===== src/rtl/image_arbiter.sv =====
// Frame-granular round-robin arbiter: merges Inputs START/STOP-bracketed image streams onto one output.
// Optional stall timeout: define IMAGE_ARBITER_TIMEOUT_EN.
module image_arbiter #(
  parameter int Inputs        = 2,
  parameter int Data_w        = 8,
  parameter int Timeout_w     = 16,
  parameter int TimeoutCycles = 1000
) (
  input  logic                     clock,
  input  logic                     reset,
  input  logic [Inputs-1:0]        in_valid,
  output logic [Inputs-1:0]        in_ready,
  input  logic [Inputs-1:0]        in_start,
  input  logic [Inputs-1:0]        in_stop,
  input  logic [Inputs*Data_w-1:0] in_data,
  input  logic [Inputs-1:0]        in_error,
  output logic [Inputs-1:0]        in_request,
  output logic [Inputs-1:0]        in_cancel,
  output logic                     out_valid,
  input  logic                     out_ready,
  output logic                     out_start,
  output logic                     out_stop,
  output logic [Data_w-1:0]        out_data,
  output logic                     out_error,
  input  logic                     out_request,
  input  logic                     out_cancel,
  output logic [Inputs-1:0]        grant,
  output logic                     busy
);
  // Handshake: a word moves when valid & ready are both high on a rising clock edge;
  // valid never depends on ready, ready may depend on valid.

  localparam int PtrW = $clog2(Inputs);

  if (Inputs < 2 || Inputs > 8 || Timeout_w < 1 || TimeoutCycles < 1) begin : g_bad_params
    $error("image_arbiter: parameter out of range");
  end

  typedef enum logic {IDLE = 1'b0, GRANT = 1'b1} state_t;

  state_t            state_q;
  logic [Inputs-1:0] grant_q;
  logic [Inputs-1:0] in_cancel_q;
  logic [Inputs-1:0] in_request_q;
  logic [PtrW-1:0]   ptr_q;
  logic [PtrW-1:0]   gidx_q;
  logic              busy_q;

  logic              found;
  logic [PtrW-1:0]   pick;
  logic [PtrW-1:0]   idx;
  int                sum;
  logic [PtrW-1:0]   ptr_nxt;
  logic              xfer_stop;
  logic              timeout;

  // Rotating priority scan over START-valid ports, beginning at ptr_q.
  always_comb begin
    found = 1'b0;
    pick  = '0;
    idx   = '0;
    sum   = 0;
    for (int i = 0; i < Inputs; i++) begin
      sum = int'(ptr_q) + i;
      if (sum >= Inputs) sum = sum - Inputs;
      idx = PtrW'(sum);
      if (!found && in_valid[idx] && in_start[idx]) begin
        found = 1'b1;
        pick  = idx;
      end
    end
  end

  assign ptr_nxt   = (gidx_q == PtrW'(Inputs - 1)) ? '0 : gidx_q + 1'b1;
  assign xfer_stop = out_valid && out_ready && out_stop;

`ifdef IMAGE_ARBITER_TIMEOUT_EN
  logic [Timeout_w-1:0] stall_q;

  assign timeout = (state_q == GRANT) && (stall_q == Timeout_w'(TimeoutCycles));

  // Held at zero outside GRANT, so every new grant starts counting from zero.
  always_ff @(posedge clock) begin
    if (reset || state_q != GRANT) stall_q <= '0;
    else if (in_valid[gidx_q])     stall_q <= '0;
    else if (stall_q != '1)        stall_q <= stall_q + 1'b1;
  end
`else
  assign timeout = 1'b0;
`endif

  always_comb begin
    in_ready  = '0;
    out_valid = 1'b0;
    out_start = 1'b0;
    out_stop  = 1'b0;
    out_error = 1'b0;
    out_data  = '0;
    if (state_q == GRANT) begin
      out_valid = in_valid[gidx_q];
      out_start = in_start[gidx_q];
      out_stop  = in_stop[gidx_q];
      out_error = in_error[gidx_q] | timeout;
      out_data  = in_data[gidx_q*Data_w +: Data_w];
      in_ready  = grant_q & {Inputs{out_ready}};
    end else begin
      // Words outside a frame bracket are drained so they cannot block a source.
      in_ready = in_valid & ~in_start;
    end
  end

  always_ff @(posedge clock) begin
    if (reset) begin
      state_q      <= IDLE;
      grant_q      <= '0;
      gidx_q       <= '0;
      ptr_q        <= '0;
      busy_q       <= 1'b0;
      in_cancel_q  <= '0;
      in_request_q <= '0;
    end else begin
      in_request_q <= {Inputs{out_request}};
      in_cancel_q  <= '0;
      case (state_q)
        IDLE: begin
          if (found) begin
            state_q <= GRANT;
            grant_q <= Inputs'(1) << pick;
            gidx_q  <= pick;
            busy_q  <= 1'b1;
          end
        end
        GRANT: begin
          if (out_cancel || timeout) in_cancel_q[gidx_q] <= 1'b1;
          if (out_cancel || timeout || xfer_stop) begin
            state_q <= IDLE;
            grant_q <= '0;
            busy_q  <= 1'b0;
            ptr_q   <= ptr_nxt;
          end
        end
        default: state_q <= IDLE;
      endcase
    end
  end

  // busy doubles as the visible FSM state (1 = GRANT).
  assign grant      = grant_q;
  assign busy       = busy_q;
  assign in_cancel  = in_cancel_q;
  assign in_request = in_request_q;

endmodule


===== config.mk =====
export PLATFORM = sky130hd
export DESIGN_NAME = image_arbiter
export DESIGN_NICKNAME = d
export VERILOG_FILES = /design/src/rtl/image_arbiter.sv
export SDC_FILE = /design/constraint.sdc
export NUM_CORES = 1
export LEC_CHECK = 0
export ABC_CLOCK_PERIOD_IN_PS = 1600
export BUFFER_PORTS_ARGS = -buffer_cell sky130_fd_sc_hd__buf_2
export CAP_MARGIN = 10
export CORE_MARGIN = 2
export CORE_UTILIZATION = 25
export DETAILED_ROUTE_END_ITERATION = 10
export MAX_ROUTING_LAYER = met4
export PLACE_DENSITY = 0.65
export SETUP_SLACK_MARGIN = 0.2
export SYNTH_ARGS = -nofsm -noshare
export SYNTH_HDL_FRONTEND = slang
export SYNTH_SLANG_ARGS = --single-unit

===== constraint.sdc =====
create_clock -name clock -period 1.6 [get_ports clock]
set_clock_uncertainty 0.1 [all_clocks]
set_input_delay 0.32 -clock clock [delete_from_list [all_inputs] [get_ports clock]]
set_output_delay 0.32 -clock clock [all_outputs]
set_load 0.01 [all_outputs]

==> results of run 1 <==
-- report_power, final --
part | total (mW) | internal (mW) | switching, mW
Clock | 0.170 | 0.0958 | 0.0745
Sequential | 0.251 | 0.239 | 0.0115
Combinational | 0.229 | 0.114 | 0.115
Total | 0.650 | 0.449 | 0.201
-- worst max-delay path by stage --
| stage | start | end | slack [ns] |
|---|---|---|---|
| 3_3_place_gp | in_valid[1] | ptr_q | 0.15 |
| 6_report | gidx_q | out_data[6] | -0.03 |
| 2_1_floorplan | gidx_q | ptr_q | 0.09 |
| 4_1_cts | gidx_q | out_data[6] | -0.01 |
| 5_1_grt | gidx_q | out_data[6] | -0.07 |
| 3_5_place_dp | gidx_q | grant[1] | 0.10 |
-- stage by stage --
step / instances / util / setup TNS, ns
finish: 150 / 0.427 / -0.0321
global route: 150 / 0.427 / -0.690
CTS: 150 / 0.421 / -0.0272
detailed placement: 144 / 0.388 / 0
global placement: 144 / 0.388 / 0
floorplan: 69 / - / 0
-- cells by family (layout without fill, tap and decap cells) --
| logic type | count (synthesis) | after routing | share of synthesized area |
|---|---|---|---|
| DFF | 9 | 9 | 0.304 |
| and+or+nand+nor | 27 | 27 | 0.213 |
| muxes | 13 | 13 | 0.228 |
| buffers and inverters | 8 | 61 | 0.0739 |
| AOI/OAI and AO/OA | 12 | 12 | 0.181 |
-- synth_stat cells, drive strengths merged, types with 2 or more instances --
| cell | n |
|---|---|
| dfxtp | 9 |
| nand2b | 5 |
| nand2 | 2 |
| mux2i | 12 |
| o32ai | 3 |
| inv | 2 |
| nor2b | 2 |
| nor2 | 14 |
| nand3 | 2 |
| o21ai | 3 |
| clkbuf | 2 |
| buf | 4 |
-- final cells by class --
| type | count | share of cell area |
|---|---|---|
| Inverter | 2 | 0.00786 |
| Multi-Input combinational cell | 52 | 0.419 |
| Sequential cell | 9 | 0.193 |
| Tap cell | 28 | 0.0367 |
| Clock buffer | 4 | 0.0275 |
| Timing Repair Buffer | 55 | 0.316 |
-- timing repair --
action | 4_1_cts | 5_1_grt
gates resized for setup | 8 | 3
setup buffers | 2 | 0
setup endpoints to repair | 19 | 19
pin swaps | 0 | 1
-- layout by cell type (no fill, tap or decap), types with 2 or more instances in the layout --
master / synthesis / layout
buf_2: 2 / 49
nor2_1: 14 / 14
dfxtp_1: 9 / 8
nand2_1: 2 / 2
nor2b_1: 2 / 2
buf_4: 1 / 4
mux2i_2: 0 / 3
nand2b_1: 5 / 5
mux2i_1: 12 / 8
o32ai_1: 3 / 2
nand3_1: 2 / 2
clkbuf_4: 0 / 3
o21ai_0: 3 / 3
-- metal layers --
layer  track usage  share of wire  vias to the layer above
met4        0.0385         0.0061                        0
met1         0.162           0.42                      321
li1              -              -                      350
met5             -              0                        -
met3        0.0514          0.083                        2
met2         0.244           0.49                       42
-- worst max-delay path: cells and delay by family (launching register included) --
kind,cells,cell delay (ns)
multiplexers,1,0.22
AND/OR/NAND/NOR,1,0.07
buffers and inverters,2,0.28
flip-flops,1,0.38
-- sequential cells by signal (all words and copies together), names as in the netlist --
register,cells
busy,1
ptr_q,1
in_request,1
state_q,1
gidx_q,1
in_cancel,2
grant,2
==> flow_metrics.env, run 1 <==
export IMPL_period_needed_ns=1.63
export IMPL_syn_inst=69
export IMPL_final_max_slew_violation_count=0
export IMPL_hold_depth=2
export IMPL_fillers=223
export IMPL_cts_tree="done"
export IMPL_critPathRequiredTime_ns=1.18
export IMPL_r2r_start="gidx_q"
export IMPL_clkLatencyLatePin_ns=0.25
export IMPL_cts_sinks=9
export IMPL_syn2layout_area_growth_pct=61.0
export IMPL_multiInputGateArea_um2=400
export IMPL_ys_async_sr_fraction=0
export IMPL_synthTopCellsByArea="dfxtp_1 (30%), mux2i_1 (20%), nor2_1 (8.9%)"
export IMPL_grt_pass1_vias=665
export IMPL_ys_seq_elements=9
export IMPL_track_usage=0.145
export IMPL_ant_nets=0
export IMPL_die_w_um=52.7
export IMPL_crit_path_max_incr_delay_ns=0.38
export IMPL_place_hpwl_um=1350
export IMPL_drtIter0Drc=2
export IMPL_grt_pass1_wl_um=2840
export IMPL_setup_viol=3
export IMPL_outcome="finished, violations left"
export IMPL_cts_root_buffer="clkbuf_4"
export IMPL_irDropWorstVdd_mv=0.577
export IMPL_vias=715
export IMPL_min_path_type="in2reg"
export IMPL_timing_final_crit_share=1.02
export IMPL_critical_path_slowest_cell="dfxtp_4"
export IMPL_whs_endpoint="in_request[0]"
export IMPL_hold_start="out_request"
export IMPL_wirelength_um=1810
export IMPL_crit_path_cell_trace="buf_8, mux2i_2, nor2_1, buf_2"
export IMPL_path_max_fanout=7
export IMPL_maxSlewHeadroom=0.738
export IMPL_finalHoldViolations=0
export IMPL_antenna_found_initial=0
export IMPL_cts_buffers_inserted=3
export IMPL_worst_setup_path_start_kind="flop"
export IMPL_yosysTopAreaCell="dfxtp_1"
export IMPL_synth_seq_area_share=0.304
export IMPL_io_pins=50
export IMPL_cts_path_max_buffers=2
export IMPL_wire_per_inst_um=12.0
export IMPL_firstDrtPassIters=4
export IMPL_rr_worst_depth=5
export IMPL_arrival_ns=1.21
export IMPL_port_buffer_count=49
export IMPL_r2r_slack_ns=-0.01
export IMPL_avgSynthCellArea_um2=8.60
export IMPL_die_y_um=52.7
export IMPL_end_kind="output port"
export IMPL_pre_cts_ws_ns=0.101
export IMPL_drc=0
export IMPL_synth_top_flop_cell="dfxtp_1"
export IMPL_clkTransAtPathRegs_ns=0.06
export IMPL_coreArea_mm2=0.00223
export IMPL_drive_gt1_frac=0.549
export IMPL_syn_num_nets=98
export IMPL_r2r_end="ptr_q"
export IMPL_violations="setup timing"
export IMPL_design_area_um2=955
export IMPL_rsz0062_at_grt="yes"
export IMPL_num_rows=17
export IMPL_cts_max_level=1
export IMPL_hold_ws_ns=0.187
export IMPL_place_area_um2=867
export IMPL_ctsHoldBuffers=0
export IMPL_path_class="reg2out"
export IMPL_antenna_cells=0
export IMPL_tightest_slew_ns=0.393
export IMPL_gp_congestion=0.676
export IMPL_via_per_inst=4.77
export IMPL_syn_cell_area_um2=593
export IMPL_synth_distinct_cells=23
export IMPL_gr_total_overflow=0
export IMPL_synth_top_area_frac=0.304
export IMPL_dieArea_mm2=0.00278
export IMPL_power_uw=650
export IMPL_powerDensity_mw_per_mm2=681
export IMPL_power_leakage_nw=0.473
export IMPL_setup_ws_ns=-0.0256
export IMPL_synth_enable_flop_cells=0
export IMPL_timing_fmax_mhz=615
export IMPL_synth_warning_count=0
export IMPL_start_util=0.266
export IMPL_final_nets=152
export IMPL_drv_cap=0
export IMPL_grt_max_degree=16
export IMPL_seq_area_um2=184
Power figures use the tool's default switching activity.
==> run 2, diff against run 1 <==
--- a/config.mk
+++ b/config.mk
@@ -5,14 +5,14 @@
 export SDC_FILE = /design/constraint.sdc
 export NUM_CORES = 1
 export LEC_CHECK = 0
-export ABC_CLOCK_PERIOD_IN_PS = 1600
+export ABC_CLOCK_PERIOD_IN_PS = 1750
 export BUFFER_PORTS_ARGS = -buffer_cell sky130_fd_sc_hd__buf_2
 export CAP_MARGIN = 10
 export CORE_MARGIN = 2
 export CORE_UTILIZATION = 25
 export DETAILED_ROUTE_END_ITERATION = 10
 export MAX_ROUTING_LAYER = met4
-export PLACE_DENSITY = 0.65
+export PLACE_DENSITY = 0.63
 export SETUP_SLACK_MARGIN = 0.2
 export SYNTH_ARGS = -nofsm -noshare
 export SYNTH_HDL_FRONTEND = slang
==> constraint.sdc (replaced) <==
create_clock -name clock -period 1.75 [get_ports clock]
set_clock_uncertainty 0.1 [all_clocks]
set_input_delay 0.35 -clock clock [delete_from_list [all_inputs] [get_ports clock]]
set_output_delay 0.35 -clock clock [all_outputs]
set_load 0.01 [all_outputs]
==> flow_metrics.env, run 2 (synthesis results as in run 1) <==
export IMPL_dieArea_mm2=0.00278
export IMPL_drv_cap=0
export IMPL_end_kind="output port"
export IMPL_crit_path_cell_trace="buf_8, mux2i_1, nor2_1, buf_2"
export IMPL_start_util=0.266
export IMPL_vias=698
export IMPL_antenna_found_initial=0
export IMPL_wire_per_inst_um=10.5
export IMPL_cts_max_level=1
export IMPL_comb_power_share=0.340
export IMPL_worst_setup_path_start_kind="flop"
export IMPL_r2r_start="gidx_q"
export IMPL_place_hpwl_um=1300
export IMPL_pre_cts_ws_ns=0.220
export IMPL_track_usage=0.128
export IMPL_syn2layout_area_growth_pct=57.0
export IMPL_rsz0062_at_grt="yes"
export IMPL_path_max_fanout=9
export IMPL_tightest_slew_ns=0.381
export IMPL_placedCellCount=145
export IMPL_maxSlewHeadroom=0.746
export IMPL_die_w_um=52.7
export IMPL_coreArea_mm2=0.00223
export IMPL_drive_gt1_frac=0.525
export IMPL_period_needed_ns=1.61
export IMPL_grt_max_degree=14
export IMPL_clkTransAtPathRegs_ns=0.06
export IMPL_timing_final_crit_share=0.922
export IMPL_instances_no_fill=150
export IMPL_critPathTopFamily="flip-flops"
export IMPL_hold_start="out_request"
export IMPL_powerDensity_mw_per_mm2=627
export IMPL_critPathRequiredTime_ns=1.30
export IMPL_firstDrtPassIters=2
export IMPL_cts_root_buffer="clkbuf_4"
export IMPL_final_util=0.417
export IMPL_min_path_type="in2reg"
export IMPL_power_leakage_nw=0.468
export IMPL_clkLatencyLatePin_ns=0.25
export IMPL_ant_nets=0
export IMPL_ctsHoldBuffers=0
export IMPL_final_nets=152
export IMPL_place_area_um2=875
export IMPL_crit_start="gidx_q"
export IMPL_cts_buffers_inserted=3
export IMPL_via_per_inst=4.65
export IMPL_drc=0
export IMPL_gp_congestion=0.670
export IMPL_path_class="reg2out"
export IMPL_clock_power_share=0.267
export IMPL_grt_pass1_wl_um=2630
export IMPL_power_uw=583
export IMPL_irDropWorstVdd_mv=0.276
export IMPL_sw_frac_of_total=0.304
export IMPL_cts_path_max_buffers=2
export IMPL_finalHoldViolations=0
export IMPL_wirelength_um=1580
export IMPL_grt_pass1_vias=663
export IMPL_cp_buffers_inverters=2
export IMPL_timing_fmax_mhz=620
export IMPL_intPower_uw=406
export IMPL_design_area_um2=931
export IMPL_drtIter0Drc=2
export IMPL_power_switching_uw=177
export IMPL_critical_path_slowest_cell="dfxtp_4"
export IMPL_cts_tree="done"
export IMPL_outcome="completed"
export IMPL_seqPwrFrac=0.393
export IMPL_arrival_ns=1.16
export IMPL_finalSetupTns_ns=0
export IMPL_final_common_cell="buf_2"
export IMPL_io_pins=50
export IMPL_final_cell_mix="buf_2 (49), nor2_1 (14), mux2i_1 (10)"
export IMPL_cts_sinks=9
export IMPL_antenna_cells=0
export IMPL_setup_ws_ns=0.136
export IMPL_hold_ws_ns=0.202
export IMPL_final_max_slew_violation_count=0
export IMPL_num_rows=17
export IMPL_die_y_um=52.7
export IMPL_setup_viol=0
export IMPL_port_buffer_count=49
export IMPL_gr_total_overflow=0
export IMPL_crit_path_max_incr_delay_ns=0.39
[run 2: cell types whose count changed in the layout (fill, tap and decap cells not counted)]
cell	previous run	this run
mux2i_2	3	2
o32ai_2	1	0
mux2i_1	8	10
mux2i_4	1	0
o32ai_1	2	3
[run 2: area by class of cell]
type / count / area [um2]
fill: 231 / 1300
sequential: 9 / 184
clock buffer: 4 / 26.3
inverter: 2 / 7.51
tap: 28 / 35.0
multi-input combinational: 52 / 377
timing repair buffer: 55 / 302
[run 2: worst paths after layout]
path / depth (start not counted) / slack (ns) / end
setup / recovery: 4 / 0.14 / out_data[3]
hold / removal: 2 / 0.20 / in_request[0]
setup reg to reg: 3 / 0.33 / ptr_q
hold reg to reg: 2 / 0.40 / busy
[run 2: routing by layer]
layer  GRT usage  wire length (um)  vias to the layer above
met4      0.0385                 8                        0
met3      0.0429               173                        2
met2       0.194               659                       38
met1       0.162               735                      309
met5           -                 0                        -
li1            -                 -                      349
[run 2: worst reg2reg max path, stage by stage (launching register included)]
cell and delay [ns]:
dfxtp_4 0.37, mux2i_2 0.18, o41ai_4 0.34, mux2_4 0.33
[run 2: what timing repair did]
item	4_1_cts	5_1_grt
buffers inserted	1	0
pin swaps	0	1
setup endpoints to repair	12	14
resized for setup	7	1
[run 2: power by group through the flow]
stage / combinational (mW) / sequential [mW] / clock (mW)
final: 0.198 / 0.229 / 0.156
after global routing: 0.218 / 0.231 / 0.182
after CTS: 0.200 / 0.229 / 0.163
after detailed placement: 0.192 / 0.232 / 0
after global placement: 0.189 / 0.232 / 0
after floorplan: 0.106 / 0.234 / 0
==> run 3, diff against run 2 <==
--- a/config.mk
+++ b/config.mk
@@ -13,7 +13,7 @@
 export DETAILED_ROUTE_END_ITERATION = 10
 export MAX_ROUTING_LAYER = met4
 export PLACE_DENSITY = 0.63
-export SETUP_SLACK_MARGIN = 0.2
+export SETUP_SLACK_MARGIN = 0.5
 export SYNTH_ARGS = -nofsm -noshare
 export SYNTH_HDL_FRONTEND = slang
 export SYNTH_SLANG_ARGS = --single-unit
==> flow_metrics.env, run 3 (synthesis results as in run 1) <==
export IMPL_cts_max_level=1
export IMPL_worst_setup_path_start_kind="flop"
export IMPL_vias=729
export IMPL_clock_power_share=0.251
export IMPL_rsz0062_at_grt="yes"
export IMPL_intPower_uw=435
export IMPL_cts_buffers_inserted=3
export IMPL_path_class="reg2out"
export IMPL_syn2layout_area_growth_pct=78.3
export IMPL_setup_viol=0
export IMPL_cp_buffers_inverters=2
export IMPL_r2r_start="gidx_q"
export IMPL_gr_total_overflow=0
export IMPL_coreArea_mm2=0.00223
export IMPL_final_common_cell="buf_2"
export IMPL_final_util=0.473
export IMPL_track_usage=0.139
export IMPL_min_path_type="in2reg"
export IMPL_fillers=216
export IMPL_critical_path_slowest_cell="dfxtp_4"
export IMPL_crit_path_max_incr_delay_ns=0.41
export IMPL_num_rows=17
export IMPL_grt_max_degree=14
export IMPL_antenna_found_initial=0
export IMPL_final_nets=158
export IMPL_sw_frac_of_total=0.311
export IMPL_outcome="completed"
export IMPL_die_y_um=52.7
export IMPL_grt_pass1_wl_um=2770
export IMPL_pre_cts_ws_ns=0.244
export IMPL_place_hpwl_um=1320
export IMPL_r2r_end="ptr_q"
export IMPL_r2r_slack_ns=0.32
export IMPL_cts_root_buffer="clkbuf_4"
export IMPL_ctsHoldBuffers=0
export IMPL_period_needed_ns=1.65
export IMPL_wire_per_inst_um=11.2
export IMPL_hold_depth=2
export IMPL_comb_power_share=0.381
export IMPL_rr_worst_depth=3
export IMPL_powerDensity_mw_per_mm2=596
export IMPL_whs_endpoint="in_request[0]"
export IMPL_finalSetupTns_ns=0
export IMPL_drive_gt1_frac=0.641
export IMPL_drtIter0Drc=8
export IMPL_setup_ws_ns=0.102
export IMPL_worst_path_most_repeated_cell="buf_6"
export IMPL_finalHoldViolations=0
export IMPL_clkLatencyLatePin_ns=0.26
export IMPL_end_kind="output port"
export IMPL_die_w_um=52.7
export IMPL_multiInputGateArea_um2=423
export IMPL_arrival_ns=1.20
export IMPL_critPathTopFamily="flip-flops"
export IMPL_timing_final_crit_share=0.941
export IMPL_cts_tree="done"
export IMPL_seqPwrFrac=0.369
export IMPL_crit_path_cell_trace="buf_6, mux2i_4, nor2_4, buf_6"
export IMPL_firstDrtPassIters=4
export IMPL_dieArea_mm2=0.00278
export IMPL_irDropWorstVdd_mv=0.346
export IMPL_via_per_inst=4.67
export IMPL_gp_congestion=0.746
export IMPL_tightest_slew_ns=0.435
export IMPL_critPathRequiredTime_ns=1.30
export IMPL_drv_cap=0
export IMPL_port_buffer_count=49
export IMPL_power_uw=631
export IMPL_cts_path_max_buffers=2
export IMPL_final_cell_mix="buf_2 (48), nor2_1 (12), mux2i_1 (8)"
export IMPL_maxSlewHeadroom=0.710
export IMPL_hold_start="out_request"
export IMPL_seq_area_um2=188
export IMPL_wirelength_um=1740
export IMPL_grt_pass1_vias=673
export IMPL_power_switching_uw=196
export IMPL_path_max_fanout=5
export IMPL_ant_nets=0
export IMPL_antenna_cells=0
export IMPL_drc=0
export IMPL_io_pins=50
export IMPL_final_max_slew_violation_count=0
export IMPL_power_leakage_nw=0.515
export IMPL_clkTransAtPathRegs_ns=0.06
export IMPL_start_util=0.266
export IMPL_timing_fmax_mhz=607
export IMPL_cts_sinks=9
-- run 3: cell types whose count changed in the layout (fill, tap and decap cells not counted), moves of 3 or more --
cell,before,now
dfxtp_2,0,3
buf_4,4,7
dfxtp_1,8,5
buf_6,1,4
o21ai_0,3,0
-- run 3: worst max-delay path by stage --
stage / start / endpoint / slack, ns / cells after the start
3_5_place_dp: in_valid[1] / ptr_q / 0.24 / 4
4_1_cts: gidx_q / out_data[5] / 0.12 / 4
6_report: gidx_q / out_error / 0.10 / 4
5_1_grt: gidx_q / out_error / 0.04 / 4
3_3_place_gp: in_valid[1] / ptr_q / 0.28 / 4
2_1_floorplan: gidx_q / ptr_q / 0.25 / 4
-- run 3: power by group through the flow --
stage	Sequential, mW	Combinational (mW)	Clock [mW]
2_1_floorplan	0.234	0.114	0
3_3_place_gp	0.232	0.192	0
3_5_place_dp	0.233	0.196	0
4_1_cts	0.231	0.225	0.162
5_1_grt	0.234	0.259	0.178
6_report	0.232	0.240	0.158
-- run 3: routing by layer --
metal / routed length (um) / GRT usage / part of all wire
met1: 765 / 0.162 / 0.44
met2: 811 / 0.229 / 0.47
met3: 153 / 0.0429 / 0.088
met4: 11 / 0.0385 / 0.0063
met5: 0 / - / 0
-- run 3: stage by stage --
step	area (um2)	cells	hold WS (ns)
floorplan	609	69	0.378
global placement	885	145	0.375
detailed placement	885	145	0.368
CTS	1000	153	0.208
global route	1060	156	0.214
finish	1060	156	0.208
-- run 3: worst reg2reg max path, delay by kind of cell, from the launching register on --
| kind | cells | cell delay (ns) |
|---|---|---|
| mux | 2 | 0.50 |
| flops | 1 | 0.38 |
| compound gates | 1 | 0.33 |
-- run 3: final cells by class --
| cell class | count | area share |
|---|---|---|
| multi-input cells | 52 | 0.400 |
| repair buffers | 61 | 0.357 |
| flip-flops and latches | 9 | 0.178 |
| well taps | 28 | 0.0331 |
| clock buffers | 4 | 0.0249 |
| inverters | 2 | 0.00710 |
-- run 3: repair_timing --
item                       CTS  global route
setup endpoints to repair   19            22
buffers inserted             4             2
resized for setup           17             7
cloned                       0             1
